==> config.mk <==
export PLATFORM = sky130hd
export DESIGN_NAME = ohc_mod_adder_pipe
export DESIGN_NICKNAME = d
export VERILOG_FILES = /design/src/rtl/ohc_pkg.sv /design/src/rtl/ohc_mod_adder_pipe_rotate.sv /design/src/rtl/ohc_mod_adder_pipe.sv
export SDC_FILE = /design/constraint.sdc
export NUM_CORES = 1
export LEC_CHECK = 0
export ABC_CLOCK_PERIOD_IN_PS = 2210
export CAP_MARGIN = 20
export CORE_MARGIN = 3
export CORE_UTILIZATION = 55
export DETAILED_ROUTE_END_ITERATION = 16
export PLACE_DENSITY_LB_ADDON = 0.1
export SLEW_MARGIN = 10
export SYNTH_ARGS = -nofsm -noshare
export SYNTH_HDL_FRONTEND = slang
export SYNTH_HIERARCHICAL = 1
export SYNTH_SLANG_ARGS = --single-unit --ignore-timing --ignore-initial --compat-mode --unroll-limit 50000
==> constraint.sdc <==
create_clock -name clk -period 2.21 [get_ports clk]
set_clock_uncertainty 0.05 [all_clocks]
set_input_delay 0.442 -clock clk [delete_from_list [all_inputs] [get_ports clk]]
set_output_delay 0.442 -clock clk [all_outputs]
set_load 0.01 [all_outputs]
==> src/rtl/ohc_pkg.sv <==
// Shared one-hot residue helpers for modulo-M arithmetic (M up to OHC_MAX_M).
// Vectors are carried at full width; callers pass the modulus and slice to M bits.
package ohc_pkg;

    localparam int OHC_MAX_M = 64;
    localparam int OHC_MAX_W = 6;

    typedef logic [OHC_MAX_M-1:0] ohc_vec_t;
    typedef logic [OHC_MAX_W-1:0] ohc_bin_t;

    // Residues at or above m have no bit to map to, so they encode as all-zeros.
    function automatic ohc_vec_t bin2ohc(input ohc_bin_t r, input int m);
        ohc_vec_t v;
        v = '0;
        for (int i = 0; i < OHC_MAX_M; i++) begin
            if (i < m && r == ohc_bin_t'(i)) v[i] = 1'b1;
        end
        return v;
    endfunction

    function automatic ohc_bin_t ohc2bin(input ohc_vec_t v);
        ohc_bin_t r;
        r = '0;
        for (int i = 0; i < OHC_MAX_M; i++) begin
            if (v[i]) r = r | ohc_bin_t'(i);
        end
        return r;
    endfunction

    // Rotate v left by the position of the single set bit in sh, wrapping at m.
    function automatic ohc_vec_t ohc_rotate_mod(input ohc_vec_t v, input ohc_vec_t sh, input int m);
        ohc_vec_t r;
        r = '0;
        for (int s = 0; s < OHC_MAX_M; s++) begin
            for (int i = 0; i < OHC_MAX_M; i++) begin
                if (s < m && i < m && sh[s] && v[i]) r[(i + s) % m] = 1'b1;
            end
        end
        return r;
    endfunction

endpackage

==> src/rtl/ohc_mod_adder_pipe_rotate.sv <==
// Combinational modulo-M rotator: one-hot vec rotated left by one-hot shift_ohc.
module ohc_rotate
    import ohc_pkg::*;
#(
    parameter int M = 11
)(
    input  logic [M-1:0] vec,
    input  logic [M-1:0] shift_ohc,
    output logic [M-1:0] rotated
);

    ohc_vec_t vec_x;
    ohc_vec_t sh_x;
    ohc_vec_t rot_x;
    logic     unused_rot;

    always_comb begin
        vec_x         = '0;
        vec_x[M-1:0]  = vec;
        sh_x          = '0;
        sh_x[M-1:0]   = shift_ohc;
        rot_x         = ohc_rotate_mod(vec_x, sh_x, M);
    end

    assign rotated    = rot_x[M-1:0];
    assign unused_rot = ^rot_x;

endmodule

==> src/rtl/ohc_mod_adder_pipe.sv <==
// Two-stage modulo-M adder on one-hot residues with valid/ready handshakes.
// Optional OHC_RANGE_CHECK_EN adds out_err, flagging operands >= M.
module ohc_mod_adder_pipe
    import ohc_pkg::*;
#(
    parameter  int M = 11,
    localparam int W = $clog2(M)
)(
    input  logic         clk,
    input  logic         rst_n,
    input  logic         in_valid,
    output logic         in_ready,
    input  logic [W-1:0] in_a,
    input  logic [W-1:0] in_b,
    output logic         out_valid,
    input  logic         out_ready,
    output logic [M-1:0] out_ohc,
    output logic [W-1:0] out_bin
`ifdef OHC_RANGE_CHECK_EN
    ,
    output logic         out_err
`endif
);

    logic         s1_adv;
    logic         s2_adv;
    logic         vld_p1;
    logic         vld_p2;
    ohc_vec_t     a_full;
    ohc_vec_t     b_full;
    ohc_vec_t     rot_full;
    ohc_bin_t     bin_full;
    logic [M-1:0] ohc_a_p0;
    logic [M-1:0] ohc_b_p0;
    logic [M-1:0] ohc_a_p1;
    logic [M-1:0] ohc_b_p1;
    logic [M-1:0] rot_p1;
    logic [M-1:0] ohc_p2;
    logic [W-1:0] bin_p2;
    logic         unused_bits;

    assign s2_adv   = !vld_p2 || out_ready;
    assign s1_adv   = !vld_p1 || s2_adv;
    assign in_ready = s1_adv;

    // Idle cycles load zeros so data registers stay clear whenever their valid is low.
    always_comb begin
        a_full   = bin2ohc(ohc_bin_t'(in_a), M);
        b_full   = bin2ohc(ohc_bin_t'(in_b), M);
        ohc_a_p0 = in_valid ? a_full[M-1:0] : '0;
        ohc_b_p0 = in_valid ? b_full[M-1:0] : '0;
    end

    // S1: operand one-hots
    always_ff @(posedge clk or negedge rst_n) begin
        if (!rst_n) begin
            vld_p1   <= 1'b0;
            ohc_a_p1 <= '0;
            ohc_b_p1 <= '0;
        end else if (s1_adv) begin
            vld_p1   <= in_valid;
            ohc_a_p1 <= ohc_a_p0;
            ohc_b_p1 <= ohc_b_p0;
        end
    end

    ohc_rotate #(.M(M)) u_rotate (
        .vec       (ohc_a_p1),
        .shift_ohc (ohc_b_p1),
        .rotated   (rot_p1)
    );

    always_comb begin
        rot_full        = '0;
        rot_full[M-1:0] = rot_p1;
        bin_full        = ohc2bin(rot_full);
    end

    // S2: rotated sum and its binary form
    always_ff @(posedge clk or negedge rst_n) begin
        if (!rst_n) begin
            vld_p2 <= 1'b0;
            ohc_p2 <= '0;
            bin_p2 <= '0;
        end else if (s2_adv) begin
            vld_p2 <= vld_p1;
            ohc_p2 <= vld_p1 ? rot_p1 : '0;
            bin_p2 <= vld_p1 ? bin_full[W-1:0] : '0;
        end
    end

    assign out_valid   = vld_p2;
    assign out_ohc     = ohc_p2;
    assign out_bin     = bin_p2;
    assign unused_bits = ^{a_full, b_full, bin_full};

`ifdef OHC_RANGE_CHECK_EN
    logic err_p0;
    logic err_p1;
    logic err_p2;

    // An out-of-range operand is exactly one whose one-hot came out empty.
    assign err_p0 = in_valid && (~|a_full[M-1:0] || ~|b_full[M-1:0]);

    always_ff @(posedge clk or negedge rst_n) begin
        if (!rst_n) begin
            err_p1 <= 1'b0;
            err_p2 <= 1'b0;
        end else begin
            if (s1_adv) err_p1 <= err_p0;
            if (s2_adv) err_p2 <= vld_p1 && err_p1;
        end
    end

    assign out_err = err_p2;
`endif

endmodule
# [After elaboration in Yosys (flattened, before gate mapping)]
# Index checks and enable logic that the tools add are counted.
[word_totals] ff_bits=39
[op_classes] n_mux=157 n_eq_ne=20 reduce_logical=127
[op_table] op="1-bit two-way mux" n=144
[op_table] op="1-bit logical AND" n=121
[op_table] op="11-bit two-way mux" n=3
[op_table] op="4-bit by 3-bit equality test with 1-bit output (second input constant)" n=8
[op_table] op="4-bit equality test (second input constant)" n=6
[op_table] op="4-bit by 2-bit equality test with 1-bit output (second input constant)" n=4
[op_table] op="4-bit two-way mux" n=4
[op_table] op="3-bit two-way mux" n=4
[op_table] op="4-bit by 1-bit equality test with 1-bit output (second input constant)" n=2
[op_table] op="4-bit zero test" n=2
[op_table] op="2-bit two-way mux" n=2
[op_table] op="1-bit zero test" n=2
[op_table] op="1-bit logical OR" n=2

# [Logic depth before layout (Yosys ltp)]
[depth] depth_word=23 mapped_depth=8

# [By module]
# The synthesis kept the hierarchy.
[by_module_without_submodules] module="ohc_mod_adder_pipe" instances=1 area_each_um2=1586.5 cells_each=134
[by_module_without_submodules] module="ohc_rotate" instances=1 area_each_um2=763.2 cells_each=96

# [Worst setup path after synthesis]
# Ideal clock, no wire load.
[synth_path] path_kind="reg2reg" start="register ohc_b_p1[1]" end="register bin_p2[0] (netlist: out_bin[0])" arrival_time_ps=1812 required_time_ps=2029 setup_ps=131 stages_incl_launch_ff=9 synth_period_minus_slack_ps=1993 path_slack_ps=217 cell_sequence="dfrtp_1 -> buf_6 -> a22o_1 -> a221oi_1 -> and3_1 -> nand2_1 -> or4_1 -> o21ai_0 -> o21ai_1"
[synth_between] elab_cells_between_ends=66 cone_classes="mux (61); reduce/logical (5)"
[synth_rtl] item="start: declaration" line_no="ohc_mod_adder_pipe.sv:36" source="logic [M-1:0] ohc_b_p1;"
[synth_rtl] item="start signal: assignment" line_no="ohc_mod_adder_pipe.sv:63" source="ohc_b_p1 <= ohc_b_p0;"
[synth_rtl] item="1-bit logical AND" line_no="ohc_pkg.sv:36" source="if (s < m && i < m && sh[s] && v[i]) r[(i + s) % m] = 1'b1;"
[synth_rtl] item="1-bit two-way mux (10 in series)" line_no="ohc_pkg.sv:36"
[synth_rtl] item="via rot_p1[7]" line_no="ohc_mod_adder_pipe.sv:37" source="logic [M-1:0] rot_p1;"
[synth_rtl] item="3-bit two-way mux" line_no="ohc_pkg.sv:25" source="if (v[i]) r = r | ohc_bin_t'(i);"
[synth_rtl] item="4-bit two-way mux (3 in series)" line_no="ohc_pkg.sv:25"
[synth_rtl] item="4-bit two-way mux" line_no="ohc_mod_adder_pipe.sv:88" source="bin_p2 <= vld_p1 ? bin_full[W-1:0] : '0;"
[synth_rtl] item="end signal: assignment" line_no="ohc_mod_adder_pipe.sv:88"
[synth_rtl] item="end: declaration" line_no="ohc_mod_adder_pipe.sv:39" source="logic [W-1:0] bin_p2;"
# The timed path passes the listed nets, and every way through them passes these cells.
# A chain may end at the register's enable or synchronous reset.

# [Worst setup path in the final report]
[layout_path] start="register ohc_b_p1[1]" end="register bin_p2[0] (netlist: out_bin[0])"
[layout_between] elab_chain_len=22 elab_cells_between_ends=66 cone_classes="mux (61); reduce/logical (5)"
[layout_rtl] item="1-bit logical AND" line_no="ohc_pkg.sv:36"
[layout_rtl] item="1-bit two-way mux (10 in series)" line_no="ohc_pkg.sv:36"
[layout_rtl] item="via rot_p1[1]" line_no="ohc_mod_adder_pipe.sv:37"
[layout_rtl] item="1-bit two-way mux" line_no="ohc_pkg.sv:25"
[layout_rtl] item="2-bit two-way mux (2 in series)" line_no="ohc_pkg.sv:25"
[layout_rtl] item="3-bit two-way mux (4 in series)" line_no="ohc_pkg.sv:25"
[layout_rtl] item="4-bit two-way mux (3 in series)" line_no="ohc_pkg.sv:25"
[layout_rtl] item="4-bit two-way mux" line_no="ohc_mod_adder_pipe.sv:88"
# The timed path passes the listed nets, and every way through them passes these cells.

==> summary.txt <==
Clocking
  – Clock tree from TritonCTS: done
  – Sinks on Clock Net: 39
  – CTS buffer count: 5
  – Post-CTS Setup Inserts: 0
  – Total of cells resized after clock tree synthesis: 0
  – Total number of H-tree levels: 2
  – Reg clk slew, reported paths: 0.07 ns
  – Insertion delay to the later sink of the worst-skew pair: about 0.29 ns
  – Root cell of the clock tree: clkbuf_8
  – Maximum buffer depth of the clock tree: 2
  – CTS hold repair buffers: 0

Synth
  – Post-Synthesis Net Count: 242
  – Cell taking the most area after synthesis: dfrtp_1
  – Mean Syn Cell Area: between 10 and 15 um^2
  – Share of the synthesized area in the top cell type: 41.5%
  – Number of enable-type register cells in the synthesized netlist: 0
  – Summed instance area of the synthesized netlist: 2350 um^2
  – Synth warn: 6
  – Post-synthesis cell type count: 33
  – Commonest cells in the synthesized netlist: dfrtp_1, nand2_1, a22o_1, a22oi_1
  – Cell types occupying the most area after synthesis: dfrtp_1, a22o_1, a22oi_1
  – Sequential-to-total area share from yosys stat: between 40% and 50%
  – Most frequent cell after synthesis: dfrtp_1
  – Register bit total from synthesis: 39
  – Share of synthesized registers carrying an async set or reset: 100%
  – Predominant post-synthesis flop cell: dfrtp_1
  – Gate Count Post-Synth: between 200 and 250

Floorplanning
  – Horizontal die dimension: 71.4 um
  – Ports: 29
  – Starting utilization of the core area: 57.9%
  – Die height: 71.4 um
  – Die area: 5090 um^2
  – Row cnt: 23
  – Core area: 4060 um^2

Setup path
  – R2R setup slack: 0.11 ns
  – Type of destination of the critical path: flop
  – Critical path start-end classification: flop to flop
  – Largest fanout of any net on the critical path: 8
  – Data required time of the worst path: 2.34 ns
  – Crit start category: flop
  – Arrival time worst endpoint: about 2.2 ns

Timing
  – Max Fclk: 476 MHz
  – Unrepaired setup endpoints after global routing: false
  – Worst setup slack after layout: 0.109 ns
  – Final-report max-slew violation count: 0
  – Shortest period the worst path allows: between 2 and 2.5 ns
  – Share of the clock period used by the worst path: 95.1%
  – Final Hold Viols: 0
  – Measured slew at the worst slew-check pin: roughly 0.86 ns
  – Number of failing setup endpoints in the final timing report: 0
  – Worst slew margin relative to its limit: 42.9%
  – Tightest hold margin: 0.212 ns

Power
  – Standby leakage power: around 1.2 nW
  – Power per cell area: approximately 520 nW/um^2
  – VDD IR max: 0.459 mV

Detailed routing
  – Number of DRC markers in iteration 0: 463
  – Drt total wl: ~6500 um
  – Count of nets left with antenna violations after detail routing: 0
  – Routed via count: 2,231
  – Drt first pass iters: 7
  – Post-route DRC violation count: 0
  – Routed length per instance: between 20 and 25 um
  – Vias per std cell: 7.13

Placed design
  – Cell count after placement: 305
  – Final estimated routing congestion in global placement: 0.900
  – Setup Slack @ Placement: -0.0328 ns
  – Detail Placement HPWL: 4480 um
  – IO buf count: 28
  – Cell area reported after detailed placement: ~2700 um^2

Layout
  – FILL cells: 312
  – Area grow syn2layout: 19.8%
  – Number of nets in the final layout: about 270
  – Share of post-route cells with drive strength above 1: 19.8%
  – Diodes inserted: 0
  – Area of all placed cells without fillers: 2810 um^2
  – Final standard cell count with taps included and fillers excluded: ~310

GRT
  – Pin count of the biggest net entering global routing: 40
  – Via count of the first global-routing pass: 2,116
  – Global router's overall resource usage: 26.7%
  – Antenna violations before repair: 0
  – Global-route wire length before repair: 10,700 um
  – Total grt overflow: 0

Job
  – Number of max-cap violations: 0

Outcome
  – Result of the run: finished clean

Min path
  – Type of the most critical hold path: input port to async pin
-- cells in the final DEF, fill, tap and decap left out, types with 2 or more instances in the layout --
cell / netlist / layout
nand2_1: 36 / 36
dfrtp_1: 39 / 36
a22o_1: 28 / 28
clkdlybuf4s50_1: 0 / 26
buf_4: 2 / 25
a22oi_1: 20 / 20
o21ai_0: 15 / 13
a222oi_1: 11 / 11
clkbuf_8: 0 / 7
a221oi_1: 7 / 7
and3_1: 6 / 6
nor2b_1: 5 / 5
a221oi_2: 5 / 5
a32o_1: 4 / 4
o21ai_1: 2 / 4
dfrtp_2: 0 / 3
nand3_1: 3 / 3
nor2_1: 2 / 2
and4_1: 2 / 2
a22o_2: 2 / 2
-- flip-flops by register name, summed over array words and instances, names as in the netlist --
| name | count |
|---|---|
| ohc_a_p1 | 11 |
| ohc_b_p1 | 11 |
| out_bin | 4 |
| out_ohc | 11 |
| out_valid | 1 |
| vld_p1 | 1 |
-- layer usage --
| metal | up-vias | track usage [%] | wire length, um |
|---|---|---|---|
| met1 | 1083 | 36.1 | 2630 |
| met4 | 0 | 13.6 | 169 |
| met3 | 19 | 3.93 | 580 |
| li1 | 973 | - | - |
| met2 | 156 | 41.6 | 3090 |
| met5 | - | 0 | 0 |
-- where the power goes --
part / leakage, nW / switching [mW] / total [mW] / internal [mW]
Combinational: 0.592 / 0.0991 / 0.176 / 0.0774
Clock: 0.0505 / 0.243 / 0.526 / 0.284
Sequential: 0.530 / 0.0294 / 0.760 / 0.730
Total: 1.17 / 0.371 / 1.46 / 1.09
-- cells by family after synthesis --
group | after synthesis | synth area share [%]
flops | 39 | 41.5
simple gates | 65 | 15.8
compound gates | 96 | 34.2
buf+inv | 30 | 8.47
-- critical path: stages (launching register included) --
cell and delay (ns):
dfrtp_2 0.46, buf_4 0.17, a22o_1 0.20, a221oi_2 0.19, and3_1 0.21, nand2_1 0.08
or4_1 0.42, o21ai_1 0.14, o21ai_1 0.07
-- final timing paths --
kind	depth (start not counted)	endpoint	from
setup / recovery	8	out_bin[0]$_DFFE_PN0P_	ohc_b_p1[1]$_DFFE_PN0P_
hold / removal	1	ohc_a_p1[1]$_DFFE_PN0P_	rst_n
setup reg to reg	8	out_bin[0]$_DFFE_PN0P_	ohc_b_p1[1]$_DFFE_PN0P_
hold reg to reg	2	out_ohc[10]$_DFFE_PN0P_	out_ohc[10]$_DFFE_PN0P_
max in group asynchronous	1	ohc_b_p1[8]$_DFFE_PN0P_	rst_n
min in group clk	2	out_ohc[10]$_DFFE_PN0P_	out_ohc[10]$_DFFE_PN0P_
-- metrics by stage --
step	TNS, ns	utilization, %	power [mW]
floorplan	0	-	0.860
global placement	0	66.5	0.941
detailed placement	-0.0328	66.5	0.948
CTS	0	69.1	1.47
global route	0	69.3	1.52
finish	0	69.3	1.46
-- final cells by class --
| class | instances | area, um^2 | area share, % |
|---|---|---|---|
| inverters | 1 | 3.75 | 0.133 |
| clock buffers | 7 | 96.3 | 3.42 |
| flip-flops and latches | 39 | 980 | 34.8 |
| multi-input cells | 161 | 1180 | 41.9 |
| repair buffers | 54 | 485 | 17.3 |
| well taps | 50 | 62.6 | 2.22 |
| clock inverters | 1 | 7.51 | 0.267 |
No activity file was read; power rests on OpenSTA's default activity.
